$ cat config.mk
export PLATFORM = sky130hd
export DESIGN_NAME = lsq_dcache_port_arbiter_flat
export DESIGN_NICKNAME = d
export VERILOG_FILES = /design/src/rtl/lsq_pkg.sv /design/src/rtl/lsq_dcache_port_arbiter_if.sv /design/src/rtl/lsq_dcache_port_arbiter_sat_counter.sv /design/src/rtl/lsq_dcache_port_arbiter.sv /design/src/flat_wrapper.sv
export SDC_FILE = /design/constraint.sdc
export NUM_CORES = 1
export LEC_CHECK = 0
export ABC_CLOCK_PERIOD_IN_PS = 3200
export CORE_UTILIZATION = 25
export CTS_CLUSTER_DIAMETER = 60
export CTS_CLUSTER_SIZE = 25
export DETAILED_ROUTE_END_ITERATION = 10
export DONT_BUFFER_PORTS = 1
export SKIP_CTS_REPAIR_TIMING = 1
export SYNTH_ARGS = -nofsm -noshare
export SYNTH_HDL_FRONTEND = slang
export SYNTH_HIERARCHICAL = 1
export SYNTH_SLANG_ARGS = --single-unit
$ cat constraint.sdc
create_clock -name clk -period 3.2 [get_ports clk]
set_input_delay 0.8 -clock clk [delete_from_list [all_inputs] [get_ports clk]]
set_output_delay 0.8 -clock clk [all_outputs]
set_load 0.03 [all_outputs]
$ cat src/rtl/lsq_pkg.sv
`default_nettype none
// +----------------------------------------------------------------------------+
// | lsq_pkg : shared LSQ / D-cache types for the D-cache port arbiter          |
// | Rev 1.0                                                                    |
// +----------------------------------------------------------------------------+
package lsq_pkg;

  localparam int LSQ_ADDR_WIDTH   = 26;
  localparam int LSQ_DATA_WIDTH   = 32;
  localparam int LSQ_IDX_WIDTH    = 3;
  localparam int LSQ_STARVE_LIMIT = 4;

  typedef enum logic {
    READ  = 1'b0,
    WRITE = 1'b1
  } mem_action_t;

  typedef enum logic [1:0] {
    ARB_IDLE      = 2'd0,
    ARB_ISSUE     = 2'd1,
    ARB_MISS_WAIT = 2'd2
  } arb_state_t;

  typedef struct packed {
    logic [LSQ_ADDR_WIDTH-1:0] addr;
    logic [LSQ_DATA_WIDTH-1:0] data;
    logic [LSQ_IDX_WIDTH-1:0]  idx;
    mem_action_t               action;
  } lsq_req_t;

endpackage
`default_nettype wire

$ cat src/rtl/lsq_dcache_port_arbiter_if.sv
`default_nettype none
// +----------------------------------------------------------------------------+
// | lsq_dcache_port_arbiter_if : LSQ-head requests and D-cache port bundle     |
// | Rev 1.0                                                                    |
// +----------------------------------------------------------------------------+
interface lsq_dcache_port_arbiter_if
  import lsq_pkg::*;
#(
  parameter int ADDR_WIDTH = LSQ_ADDR_WIDTH,
  parameter int DATA_WIDTH = LSQ_DATA_WIDTH,
  parameter int IDX_WIDTH  = LSQ_IDX_WIDTH
) ();

  logic                  st_req;
  logic [ADDR_WIDTH-1:0] st_addr;
  logic [DATA_WIDTH-1:0] st_data;
  logic [IDX_WIDTH-1:0]  st_idx;
  logic                  ld_req;
  logic [ADDR_WIDTH-1:0] ld_addr;
  logic [IDX_WIDTH-1:0]  ld_idx;
  logic                  flush;
  logic                  dc_miss;
  logic [DATA_WIDTH-1:0] dc_rdata;

  logic                  dc_valid;
  mem_action_t           dc_action;
  logic [ADDR_WIDTH-1:0] dc_addr;
  logic [DATA_WIDTH-1:0] dc_wdata;
  logic                  st_done;
  logic [IDX_WIDTH-1:0]  st_done_idx;
  logic                  ld_done;
  logic [IDX_WIDTH-1:0]  ld_done_idx;
  logic [DATA_WIDTH-1:0] ld_rdata;
  logic                  busy;

  // Environment side: queue heads and the D-cache.
  modport master (
    output st_req, st_addr, st_data, st_idx, ld_req, ld_addr, ld_idx,
    output flush, dc_miss, dc_rdata,
    input  dc_valid, dc_action, dc_addr, dc_wdata,
    input  st_done, st_done_idx, ld_done, ld_done_idx, ld_rdata, busy
  );

  modport slave (
    input  st_req, st_addr, st_data, st_idx, ld_req, ld_addr, ld_idx,
    input  flush, dc_miss, dc_rdata,
    output dc_valid, dc_action, dc_addr, dc_wdata,
    output st_done, st_done_idx, ld_done, ld_done_idx, ld_rdata, busy
  );

endinterface
`default_nettype wire

$ cat src/rtl/lsq_dcache_port_arbiter_sat_counter.sv
`default_nettype none
// +----------------------------------------------------------------------------+
// | lsq_dcache_port_arbiter_sat_counter : saturating load-starvation counter   |
// | Rev 1.0                                                                    |
// +----------------------------------------------------------------------------+
module lsq_dcache_port_arbiter_sat_counter #(
  parameter int LIMIT = 4,
  parameter int WIDTH = $clog2(LIMIT + 1)
) (
  input  logic clk,
  input  logic rst_n,
  input  logic inc,
  input  logic clr,
  output logic full
);

  logic [WIDTH-1:0] count;

  assign full = (count == WIDTH'(LIMIT));

  always_ff @(posedge clk) begin
    if (!rst_n) begin
      count <= '0;
    end else if (clr) begin
      count <= '0;
    end else if (inc && !full) begin
      count <= count + WIDTH'(1);
    end
  end

endmodule
`default_nettype wire

$ cat src/rtl/lsq_dcache_port_arbiter.sv
`default_nettype none
// +----------------------------------------------------------------------------+
// | lsq_dcache_port_arbiter : single D-cache port shared by store/load heads   |
// | Rev 1.0                                                                    |
// +----------------------------------------------------------------------------+
module lsq_dcache_port_arbiter
  import lsq_pkg::*;
#(
  parameter int ADDR_WIDTH   = LSQ_ADDR_WIDTH,
  parameter int DATA_WIDTH   = LSQ_DATA_WIDTH,
  parameter int IDX_WIDTH    = LSQ_IDX_WIDTH,
  parameter int STARVE_LIMIT = LSQ_STARVE_LIMIT
) (
  input  logic                 clk,
  input  logic                 rst_n,
  lsq_dcache_port_arbiter_if.slave bus
);

  localparam int CNT_WIDTH = $clog2(STARVE_LIMIT + 1);

  arb_state_t            state;
  lsq_req_t              cur;
  logic                  killed;
  logic                  valid_q;

  logic                  ld_ok;
  logic                  grant_st;
  logic                  grant_ld;
  logic                  starve_full;
  logic [ADDR_WIDTH-1:0] sel_addr;
  logic [DATA_WIDTH-1:0] sel_data;
  logic [IDX_WIDTH-1:0]  sel_idx;
  logic                  is_idle;

  // A flushed load is simply not eligible, so a pending store can still go.
  always_comb begin
    ld_ok    = bus.ld_req && !bus.flush;
    grant_st = bus.st_req && !(ld_ok && starve_full);
    grant_ld = ld_ok && !grant_st;
    sel_addr = grant_st ? bus.st_addr : bus.ld_addr;
    sel_data = grant_st ? bus.st_data : '0;
    sel_idx  = grant_st ? bus.st_idx  : bus.ld_idx;
    is_idle  = (state == ARB_IDLE);
  end

  lsq_dcache_port_arbiter_sat_counter #(
    .LIMIT (STARVE_LIMIT),
    .WIDTH (CNT_WIDTH)
  ) u_starve (
    .clk   (clk),
    .rst_n (rst_n),
    .inc   (is_idle && grant_st && bus.ld_req),
    .clr   (is_idle && grant_ld),
    .full  (starve_full)
  );

  assign bus.dc_valid  = valid_q;
  assign bus.busy      = valid_q;
  assign bus.dc_action = cur.action;
  assign bus.dc_addr   = cur.addr;
  assign bus.dc_wdata  = cur.data;

  always_ff @(posedge clk) begin
    if (!rst_n) begin
      state           <= ARB_IDLE;
      cur             <= '0;
      killed          <= 1'b0;
      valid_q         <= 1'b0;
      bus.st_done     <= 1'b0;
      bus.st_done_idx <= '0;
      bus.ld_done     <= 1'b0;
      bus.ld_done_idx <= '0;
      bus.ld_rdata    <= '0;
    end else begin
      bus.st_done <= 1'b0;
      bus.ld_done <= 1'b0;
      unique case (state)
        ARB_IDLE: begin
          if (grant_st || grant_ld) begin
            cur     <= '{addr: sel_addr, data: sel_data, idx: sel_idx,
                         action: (grant_st ? WRITE : READ)};
            killed  <= 1'b0;
            valid_q <= 1'b1;
            state   <= ARB_ISSUE;
          end
        end
        ARB_ISSUE, ARB_MISS_WAIT: begin
          if (bus.dc_miss) begin
            // A killed load still owns the port until its refill drains.
            if (bus.flush && cur.action == READ) begin
              killed <= 1'b1;
            end
            state <= ARB_MISS_WAIT;
          end else begin
            if (cur.action == WRITE) begin
              bus.st_done     <= 1'b1;
              bus.st_done_idx <= cur.idx;
            end else if (!killed && !bus.flush) begin
              bus.ld_done     <= 1'b1;
              bus.ld_done_idx <= cur.idx;
              bus.ld_rdata    <= bus.dc_rdata;
            end
            cur     <= '0;
            killed  <= 1'b0;
            valid_q <= 1'b0;
            state   <= ARB_IDLE;
          end
        end
        default: begin
          cur     <= '0;
          killed  <= 1'b0;
          valid_q <= 1'b0;
          state   <= ARB_IDLE;
        end
      endcase
    end
  end

endmodule
`default_nettype wire

$ cat src/flat_wrapper.sv
// flat-port wrapper written by rule: the top's interface ports become plain ports
module lsq_dcache_port_arbiter_flat import lsq_pkg::*;
#(
  parameter int ADDR_WIDTH   = LSQ_ADDR_WIDTH,
  parameter int DATA_WIDTH   = LSQ_DATA_WIDTH,
  parameter int IDX_WIDTH    = LSQ_IDX_WIDTH,
  parameter int STARVE_LIMIT = LSQ_STARVE_LIMIT
)
  (clk, rst_n, bus_st_req, bus_st_addr, bus_st_data, bus_st_idx, bus_ld_req, bus_ld_addr, bus_ld_idx, bus_flush, bus_dc_miss, bus_dc_rdata, bus_dc_valid, bus_dc_action, bus_dc_addr, bus_dc_wdata, bus_st_done, bus_st_done_idx, bus_ld_done, bus_ld_done_idx, bus_ld_rdata, bus_busy);
  lsq_dcache_port_arbiter_if #(.ADDR_WIDTH(ADDR_WIDTH), .DATA_WIDTH(DATA_WIDTH), .IDX_WIDTH(IDX_WIDTH)) bus_i ();
  input  logic clk;
  input  logic rst_n;
  input wire logic [$bits(bus_i.st_req)-1:0] bus_st_req;
  input wire logic [$bits(bus_i.st_addr)-1:0] bus_st_addr;
  input wire logic [$bits(bus_i.st_data)-1:0] bus_st_data;
  input wire logic [$bits(bus_i.st_idx)-1:0] bus_st_idx;
  input wire logic [$bits(bus_i.ld_req)-1:0] bus_ld_req;
  input wire logic [$bits(bus_i.ld_addr)-1:0] bus_ld_addr;
  input wire logic [$bits(bus_i.ld_idx)-1:0] bus_ld_idx;
  input wire logic [$bits(bus_i.flush)-1:0] bus_flush;
  input wire logic [$bits(bus_i.dc_miss)-1:0] bus_dc_miss;
  input wire logic [$bits(bus_i.dc_rdata)-1:0] bus_dc_rdata;
  output wire logic [$bits(bus_i.dc_valid)-1:0] bus_dc_valid;
  output wire logic [$bits(bus_i.dc_action)-1:0] bus_dc_action;
  output wire logic [$bits(bus_i.dc_addr)-1:0] bus_dc_addr;
  output wire logic [$bits(bus_i.dc_wdata)-1:0] bus_dc_wdata;
  output wire logic [$bits(bus_i.st_done)-1:0] bus_st_done;
  output wire logic [$bits(bus_i.st_done_idx)-1:0] bus_st_done_idx;
  output wire logic [$bits(bus_i.ld_done)-1:0] bus_ld_done;
  output wire logic [$bits(bus_i.ld_done_idx)-1:0] bus_ld_done_idx;
  output wire logic [$bits(bus_i.ld_rdata)-1:0] bus_ld_rdata;
  output wire logic [$bits(bus_i.busy)-1:0] bus_busy;
  assign bus_i.st_req = bus_st_req;
  assign bus_i.st_addr = bus_st_addr;
  assign bus_i.st_data = bus_st_data;
  assign bus_i.st_idx = bus_st_idx;
  assign bus_i.ld_req = bus_ld_req;
  assign bus_i.ld_addr = bus_ld_addr;
  assign bus_i.ld_idx = bus_ld_idx;
  assign bus_i.flush = bus_flush;
  assign bus_i.dc_miss = bus_dc_miss;
  assign bus_i.dc_rdata = bus_dc_rdata;
  assign bus_dc_valid = bus_i.dc_valid;
  assign bus_dc_action = bus_i.dc_action;
  assign bus_dc_addr = bus_i.dc_addr;
  assign bus_dc_wdata = bus_i.dc_wdata;
  assign bus_st_done = bus_i.st_done;
  assign bus_st_done_idx = bus_i.st_done_idx;
  assign bus_ld_done = bus_i.ld_done;
  assign bus_ld_done_idx = bus_i.ld_done_idx;
  assign bus_ld_rdata = bus_i.ld_rdata;
  assign bus_busy = bus_i.busy;
  lsq_dcache_port_arbiter #(.ADDR_WIDTH(ADDR_WIDTH), .DATA_WIDTH(DATA_WIDTH), .IDX_WIDTH(IDX_WIDTH), .STARVE_LIMIT(STARVE_LIMIT)) u_core (.clk(clk), .rst_n(rst_n), .bus(bus_i));
endmodule
After elaboration in Yosys (flattened, before gate mapping)
Cells that the tools add are included.
W data, S select, Z words.
{ "word_totals": {"reg_bits": 109, "latchBits": 0, "ram_bits": 0, "mem_bits_ro": 0, "input_bits": 128, "out_inout_bits": 101, "wordCells": 68, "n_memories": 0} }
{ "classes": {"add_sub_neg": 1, "n_mul": 0, "div": 0, "n_lt_le_gt_ge": 0, "eq_ne": 6, "shift": 0, "mux": 19, "bitwise": 4, "reduce_logical": 25} }
{ "op_table": {"columns": ["cell", "n"], "rows": [
  ["$mux W62", 2],
  ["$pmux W62 S2", 1],
  ["$mux W32", 1],
  ["$mux W26", 1],
  ["$logic_and A1 B1 Y1", 10],
  ["$mux W1", 8],
  ["$logic_not A1 Y1", 5],
  ["$mux W2", 2],
  ["$ne A2 B2 Y1 const B", 2],
  ["$not A1 Y1", 4],
  ["$pmux W1 S2", 2],
  ["$pmux W2 S2", 1],
  ["$reduce_and A2 Y1", 2],
  ["$reduce_and A4 Y1", 1],
  ["$reduce_or A2 Y1", 2],
  ["$reduce_or A4 Y1", 1],
  ["$add A3 B1 Y3 const B", 1],
  ["$eq A3 B3 Y1 const B", 1],
  ["$mux W3", 1],
  ["$ne A3 B2 Y1 const B", 1],
  ["$reduce_and A3 Y1", 1],
  ["$reduce_or A3 Y1", 1],
  ["$eq A2 B1 Y1 const B", 1],
  ["$eq A2 B2 Y1 const B", 1],
  ["2 further kinds", 2]
]} }

Logic depth before layout (Yosys ltp)
{ "depth": {"depth_word": 10, "mapped_depth": 10, "depth_no_buf": 8} }

Modules after synthesis
Netlist, hierarchy kept.
{ "by_module_without_submodules": {"columns": ["mod", "n_inst", "cells_each", "area_each_um2", "seq_area_each_um2"], "rows": [
  ["lsq_dcache_port_arbiter", 1, 462, 4386.7, 2122.0],
  ["lsq_dcache_port_arbiter_sat_counter", 1, 18, 187.7, 60.1]
]} }

Worst setup path after synthesis
Ideal clock, no wire load.
{ "synth_timing": {"path_kind": "in2reg", "from": "input port bus_flush", "to": "register u_core.u_starve.count[1]", "setup_ns": 0.126, "t_arrival_ns": 1.932, "required_ns": 3.074, "path_slack_ns": 1.142, "stages": 6, "path_buffers": 1, "path_cell_list": "nand3b_4 > a21boi_1 > buf_2 > nor2b_1 > nand3b_1 > mux2i_1"} }
{ "synth_between": {"elab_chain_cells": 9, "word_cells_on_any_way": 12, "classes_between": "reduce/logical (12)"} }
{ "synth_rtl": {"columns": ["element", "line", "text"], "rows": [
  ["from (decl)", "flat_wrapper.sv:20", "input wire logic [$bits(bus_i.flush)-1:0] bus_flush;"],
  ["$logic_not A1 Y1 *", "lsq_dcache_port_arbiter.sv:37", "ld_ok = bus.ld_req && !bus.flush;"],
  ["$logic_and A1 B1 Y1 *", "lsq_dcache_port_arbiter.sv:37", null],
  ["$logic_and A1 B1 Y1", "lsq_dcache_port_arbiter.sv:38", "grant_st = bus.st_req && !(ld_ok && starve_full);"],
  ["$logic_not A1 Y1", "lsq_dcache_port_arbiter.sv:38", null],
  ["$logic_and A1 B1 Y1", "lsq_dcache_port_arbiter.sv:38", null],
  ["$logic_not A1 Y1", "lsq_dcache_port_arbiter.sv:39", "grant_ld = ld_ok && !grant_st;"],
  ["$logic_and A1 B1 Y1", "lsq_dcache_port_arbiter.sv:39", null],
  ["$logic_and A1 B1 Y1", "lsq_dcache_port_arbiter.sv:53", ".clr (is_idle && grant_ld),"],
  ["$reduce_or A2 Y1 (no line)", null, null],
  ["to (signal assigned)", "lsq_dcache_port_arbiter_sat_counter.sv:27", "count <= count + WIDTH'(1);"],
  ["to (decl)", "lsq_dcache_port_arbiter_sat_counter.sv:17", "logic [WIDTH-1:0] count;"]
]} }
Mark *: on every way between the ends. The rest lies on a longest branch, timed or not.
A chain may end at the register's enable or synchronous reset.

Worst setup path after layout
{ "layout_timing": {"from": "register u_core.u_starve.count[0]", "to": "register u_core.u_starve.count[1]"} }
{ "layout_between": {"elab_chain_cells": 8, "word_cells_on_any_way": 13, "classes_between": "add/sub (1); eq/ne (1); reduce/logical (11)"} }
{ "layout_rtl": {"columns": ["element", "line", "text"], "rows": [
  ["$eq A3 B3 Y1 *", "lsq_dcache_port_arbiter_sat_counter.sv:19", "assign full = (count == WIDTH'(LIMIT));"],
  ["named net u_core.starve_full", "lsq_dcache_port_arbiter.sv:29", "logic starve_full;"],
  ["$logic_and A1 B1 Y1", "lsq_dcache_port_arbiter.sv:38", null],
  ["$logic_not A1 Y1", "lsq_dcache_port_arbiter.sv:38", null],
  ["$logic_and A1 B1 Y1", "lsq_dcache_port_arbiter.sv:38", null],
  ["$logic_not A1 Y1", "lsq_dcache_port_arbiter.sv:39", null],
  ["$logic_and A1 B1 Y1", "lsq_dcache_port_arbiter.sv:39", null],
  ["$logic_and A1 B1 Y1", "lsq_dcache_port_arbiter.sv:53", null],
  ["$reduce_or A2 Y1 (no line)", null, null]
]} }
Mark *: on every way through the listed nets, which the timed path passes. The rest lies on a longest branch.

==> flow_summary.ini <==
[clock_network]
cts_tree = built
clk_latency_ns = 0.35
cts_sinks = 109
clockRootBuffer = clkbuf_16
cts_buffers = 9
cts.htree.levels = 3
clkTransAtPathRegs_ns = 0.08
cts.path.max_buffers = 2

[floorplanning]
num_rows = 49
die_x_um = 137.3
die-area_sq_um = 18840
core_sq_um = 17960
die_h_um = 137.3
io_pins = 229
start_util_pct = 25.46

[sta]
final_hold_viol_count = 0
slew_violations = 0
finalCriticalPeriod_ns = 2.311
setup-tns-final_ns = 0
worst_slew_pin_slew_ns = 0.7998
skew_ns = 0.008980
period_share_pct = 72.21
timing.hold.ws_ns = 0.4782
maxSlewHeadroom_pct = 46.61
rsz0062_at_grt = false
fmax_ghz = 0.4328
finalSetupViolCount = 0

[route]
drt_iter0_markers = 158
wl_per_cell_um = 16.21
ant_nets = 0
num_vias = 3076
routed_wl_mm = 10.36
drtPass1Iterations = 4
viasPerCell = 4.814
post-route-drc-count = 0

[placed_design]
placedCellCount = 624
place.port_buffers = 0
place.gp.congestion = 0.7313
hpwl_mm = 7.520
postPlaceCellArea_sq_um = 4298

[global_routing]
antenna_found_initial = 0
grt_use_total_pct = 9.936
grt_max_degree = 76
grt_remaining_overflow = 0
grt_pass1_wl_mm = 13.70
grt_pass1_vias = 2680

[yosys]
synth_area_sq_um = 4574
ys_warn_count = 6
synth_flop_cell = dfxtp_1
synth_cell_types = 39
synth_edf_count = 0
syn_nets = 612
ys_ff_latch = 109
avgSynthCellArea_sq_um = 9.530
async_flop_share_pct = 0
netlist_instances = 480
yosysTopAreaCell = dfxtp_1
ys_seq_area_share_pct = 47.70
synthTopCellsByArea = dfxtp_1, buf_4, nand2_1
synth_top_area_share_pct = 47.70

[worst_setup_path]
crit_family = simple AND/OR/NAND/NOR gates
cp_num_cells = 9
rr_worst_depth = 9
crit_path_max_incr_delay_ns = 0.38
rrSetupSlack_ns = 0.89
cp_data_required_time_ns = 3.46
cp.buffers_inverters = 2
cp_cell_sequence = inv_1, ha_1, and2_1, nand3b_4, and3_1, buf_4, and2_1, a21boi_1, mux2i_1
cpMostUsedCell = and2_1
end_kind = register
path_max_fanout = 24
crit_path_top_delay_cell = dfxtp_1
worstSetupPathType = register to register
arrival_ns = 2.57
cp-start-kind = register

[outcome]
status = finished, final reports clean

[cells_and_area]
diodes = 0
fin_util_pct = 25.51
postLayoutCellArea_sq_um = 4582
nets = 538
drive_gt1_share_pct = 7.805
final_cells = 639
area_delta_synth_final_pct = 0.1640
fillers = 1926

[power]
power_density_nw_per_um2 = 661.7
p_leak_nw = 1.615
ir_drop_mv = 0.2380

[worst_hold_path]
hold_class = register to register
holdPathStages = 2

[run]
cap_violations = 0
-- flip-flops by register name, summed over array words and instances, names as in the netlist, 2 cells and up --
register	flops
u_core/bus.ld_rdata	32
u_core/bus.dc_wdata	32
u_core/bus.ld_done_idx	3
u_core/u_starve/count	3
u_core/bus.dc_addr	26
u_core/cur	3
u_core/bus.st_done_idx	3
u_core/state	2
-- per-layer routing --
metal,vias up,GRT usage (%),share of wire (%)
met2,172,17.40,49
met3,13,3.348,9.2
met1,1423,10.35,40
met4,0,5.678,2.2
li1,1468,-,-
met5,-,0,0
-- stage by stage --
step / power, mW / worst slack (ns)
floorplan: 2.036 / 1.142
global placement: 1.986 / 1.076
detailed placement: 2.000 / 0.9421
CTS: 3.078 / 0.8797
global route: 3.174 / 0.7535
finish: 3.032 / 0.8893
-- Yosys cell counts, types with 2 or more instances --
library cell,count
a21boi_0,3
a21boi_1,37
a21oi_1,26
a221o_1,5
a22o_1,32
a22oi_1,24
and2_1,9
and3_1,3
buf_2,14
buf_4,59
buf_6,5
clkbuf_1,14
dfxtp_1,109
ha_1,4
inv_1,5
mux2i_1,3
nand2_1,76
nand3_1,3
nand3b_1,3
nor2b_1,5
o21ai_0,22
o21ai_1,2
-- layout by cell type (no fill, tap or decap), types with 2 or more instances in the layout --
master	count
ha_1	4
o21ai_0	22
nor2b_1	4
dfxtp_1	109
a221o_1	5
mux2i_1	3
a22oi_1	24
clkbuf_16	9
and2_1	9
nand3_1	3
and3_1	3
a22o_1	32
nand2_1	76
a21boi_1	36
o21ai_1	2
nand3b_1	3
buf_4	7
clkinv_4	2
inv_1	5
a21boi_0	3
a21oi_1	26
nor2b_2	2
-- where the power goes --
part           switching, mW  internal [mW]
clock                  0.507          0.556
sequential             0.242           1.45
combinational          0.162          0.114
-- logic make-up after synthesis --
group / Yosys count / synth area share, %
AOI/OAI and AO/OA: 157 / 24.59
adders and majority gates: 4 / 1.094
buffers and inverters: 97 / 14.00
DFF: 109 / 47.70
muxes: 3 / 0.6565
and+or+nand+nor: 110 / 11.95
-- worst paths after layout --
| check | end | start |
|---|---|---|
| hold reg to reg | u_core/bus.ld_done_idx[1] | u_core/cur[2] |
| hold / removal | u_core/bus.ld_done_idx[1] | u_core/cur[2] |
| setup reg to reg | u_core/u_starve/count[1] | u_core/u_starve/count[0] |
| setup / recovery | u_core/u_starve/count[1] | u_core/u_starve/count[0] |
-- worst min-delay path: stages (launching register included) --
cell,delay [ns]
dfxtp_1,0.33
nand2_1,0.06
a21boi_1,0.05
-- final cells by class --
cell class	instances	area (sq um)	share of cell area, %
Clock inverter	5	45.04	0.9831
Multi-Input combinational cell	274	1758	38.37
Tap cell	229	286.5	6.253
Sequential cell	109	2182	47.62
Clock buffer	10	239.0	5.216
Timing Repair Buffer	7	52.55	1.147
Inverter	5	18.77	0.4096
(Power assumes the default switching activity.)
==> edit (same flow settings) <==
Encoding of `arb_state_t`: now one-hot (3 bits for 3 states).
--- a/src/rtl/lsq_pkg.sv
+++ b/src/rtl/lsq_pkg.sv
@@ -17,6 +17,6 @@
 
-  typedef enum logic [1:0] {
-    ARB_IDLE      = 2'd0,
-    ARB_ISSUE     = 2'd1,
-    ARB_MISS_WAIT = 2'd2
+  typedef enum logic [2:0] {
+    ARB_IDLE      = 3'b001,
+    ARB_ISSUE     = 3'b010,
+    ARB_MISS_WAIT = 3'b100
   } arb_state_t;
Check against the original RTL: no difference found for any inputs over 4 cycles, from zero or initial values and one cycle with rst_n low; so few cycles prove little.
==> edit against the original RTL <==
  * Worst setup slack improved by 0.13 ns
  * Sequential cell count up 1
  * Count of clock-buffer cells in the layout did not move
  * Cell count is 10% higher
  * Area after synthesis grew 8.7%
  * Sequential power shrank 7%
  * Global-route usage increased by 1.4 points
  * Total power down 5.2%
  * Cell area up 8.9%
  * Routed wire length up 18%
  * Via count is 11% higher
==> edit: results (changes against the original RTL) <==
| Metric | Value |
|---|---|
| Layout clock area frac | `0.0574 (-0.00457)` |
| Global-route wire length before repair | `17300 um (+27%)` |
| Layout Cells excl Fill | `703 (+10%)` |
| Final hold slack | `0.466 ns (-0.0119 ns)` |
| Metal3 WL | `1240 um (+31%)` |
| Leakage | `1.80 nW (+11%)` |
| Nonclk inv count | `7 (+2)` |
| Share of post-route cells with drive strength above 1 | `0.140 (+0.0619)` |
| Overall Global Routing Usage | `0.113 (+0.0138)` |
| Seq_cells | `110 (+0.92%)` |
| Cell Pwr Density | `576 nW/um^2 (-13%)` |
| Netlist cell types | `37 (-5.1%)` |
| Max IR drop VDD | `0.223 mV (-6.2%)` |
| Initial antenna violation count | `3 (+3)` |
| Placed cell area | `4700 um^2 (+9.3%)` |
| Reg2reg end | `u_core/bus.dc_addr[25]` |
| Status | `completed` |
| Vias in the first global route | `3163 (+18%)` |
| Multi-input logic area | `2080 um^2 (+18%)` |
| Sequential Area | `2200 um^2 (+0.92%)` |
| Post-Synth Adder-Cell Area | `0.00503 (-0.00591)` |
| Detail Placement HPWL | `8510 um (+13%)` |
| Layout Skew | `0.00970 ns (+0.000721 ns)` |
| Worst Reg-to-Reg Cells | `7 (-2)` |
| Post-synthesis compound-gate area fraction | `0.181 (-0.0647)` |
| Wire length on met1 | `4950 um (+20%)` |
| Crit-path max FO | `19 (-21%)` |
| Worst Hold End | `u_core/killed` |
| Tmin final | `2.18 ns (-0.128 ns)` |
| Final GP Congestion | `0.736 (+0.64%)` |
| Largest net degree at the start of global routing | `142 (+87%)` |
| Routed WL | `12300 um (+18%)` |
| Most area-consuming cells after synthesis | `dfxtp_1 (44%), buf_4 (9.5%), mux2i_1 (8.1%)` |
| Initial DRC Count | `205 (+30%)` |
| Dpl cells | `685 (+9.8%)` |
| HP Start | `u_core/killed` |
| Yosys top cell area share | `0.443 (-0.0341)` |
| Synth Net Count | `648 (+5.9%)` |
-- edit: cell count changes in the layout (fill, tap and decap cells not counted), sizes merged, moves of 29 or more --
cell	delta
a32oi	+29
a32o	+32
a22o	-32
o22ai	+29
a21boi	-39
mux2i	+37
-- edit: critical path: cells and delay by family (launching register included) --
family	cells	cell delay (ns)
compound gates	2	0.42
fa+ha+maj	1	0.23
buf+inv	2	0.43
flops	1	0.39
simple gates	2	0.58
-- edit: power by group --
| group | internal (W) | total [W] | switching, W | leakage [nW] |
|---|---|---|---|---|
| Sequential | 0.00143 | 0.00158 | 0.000148 | 0.895 |
| Clock | 0.000554 | 0.00108 | 0.000529 | 0.139 |
| Combinational | 0.0000931 | 0.000217 | 0.000124 | 0.762 |
| Total | 0.00207 | 0.00288 | 0.000801 | 1.80 |
-- edit: metal layers --
metal | vias up | track usage
met5 | - | 0
met4 | 2 | 0.0385
met3 | 15 | 0.0557
met2 | 142 | 0.185
met1 | 1639 | 0.127
li1 | 1612 | -
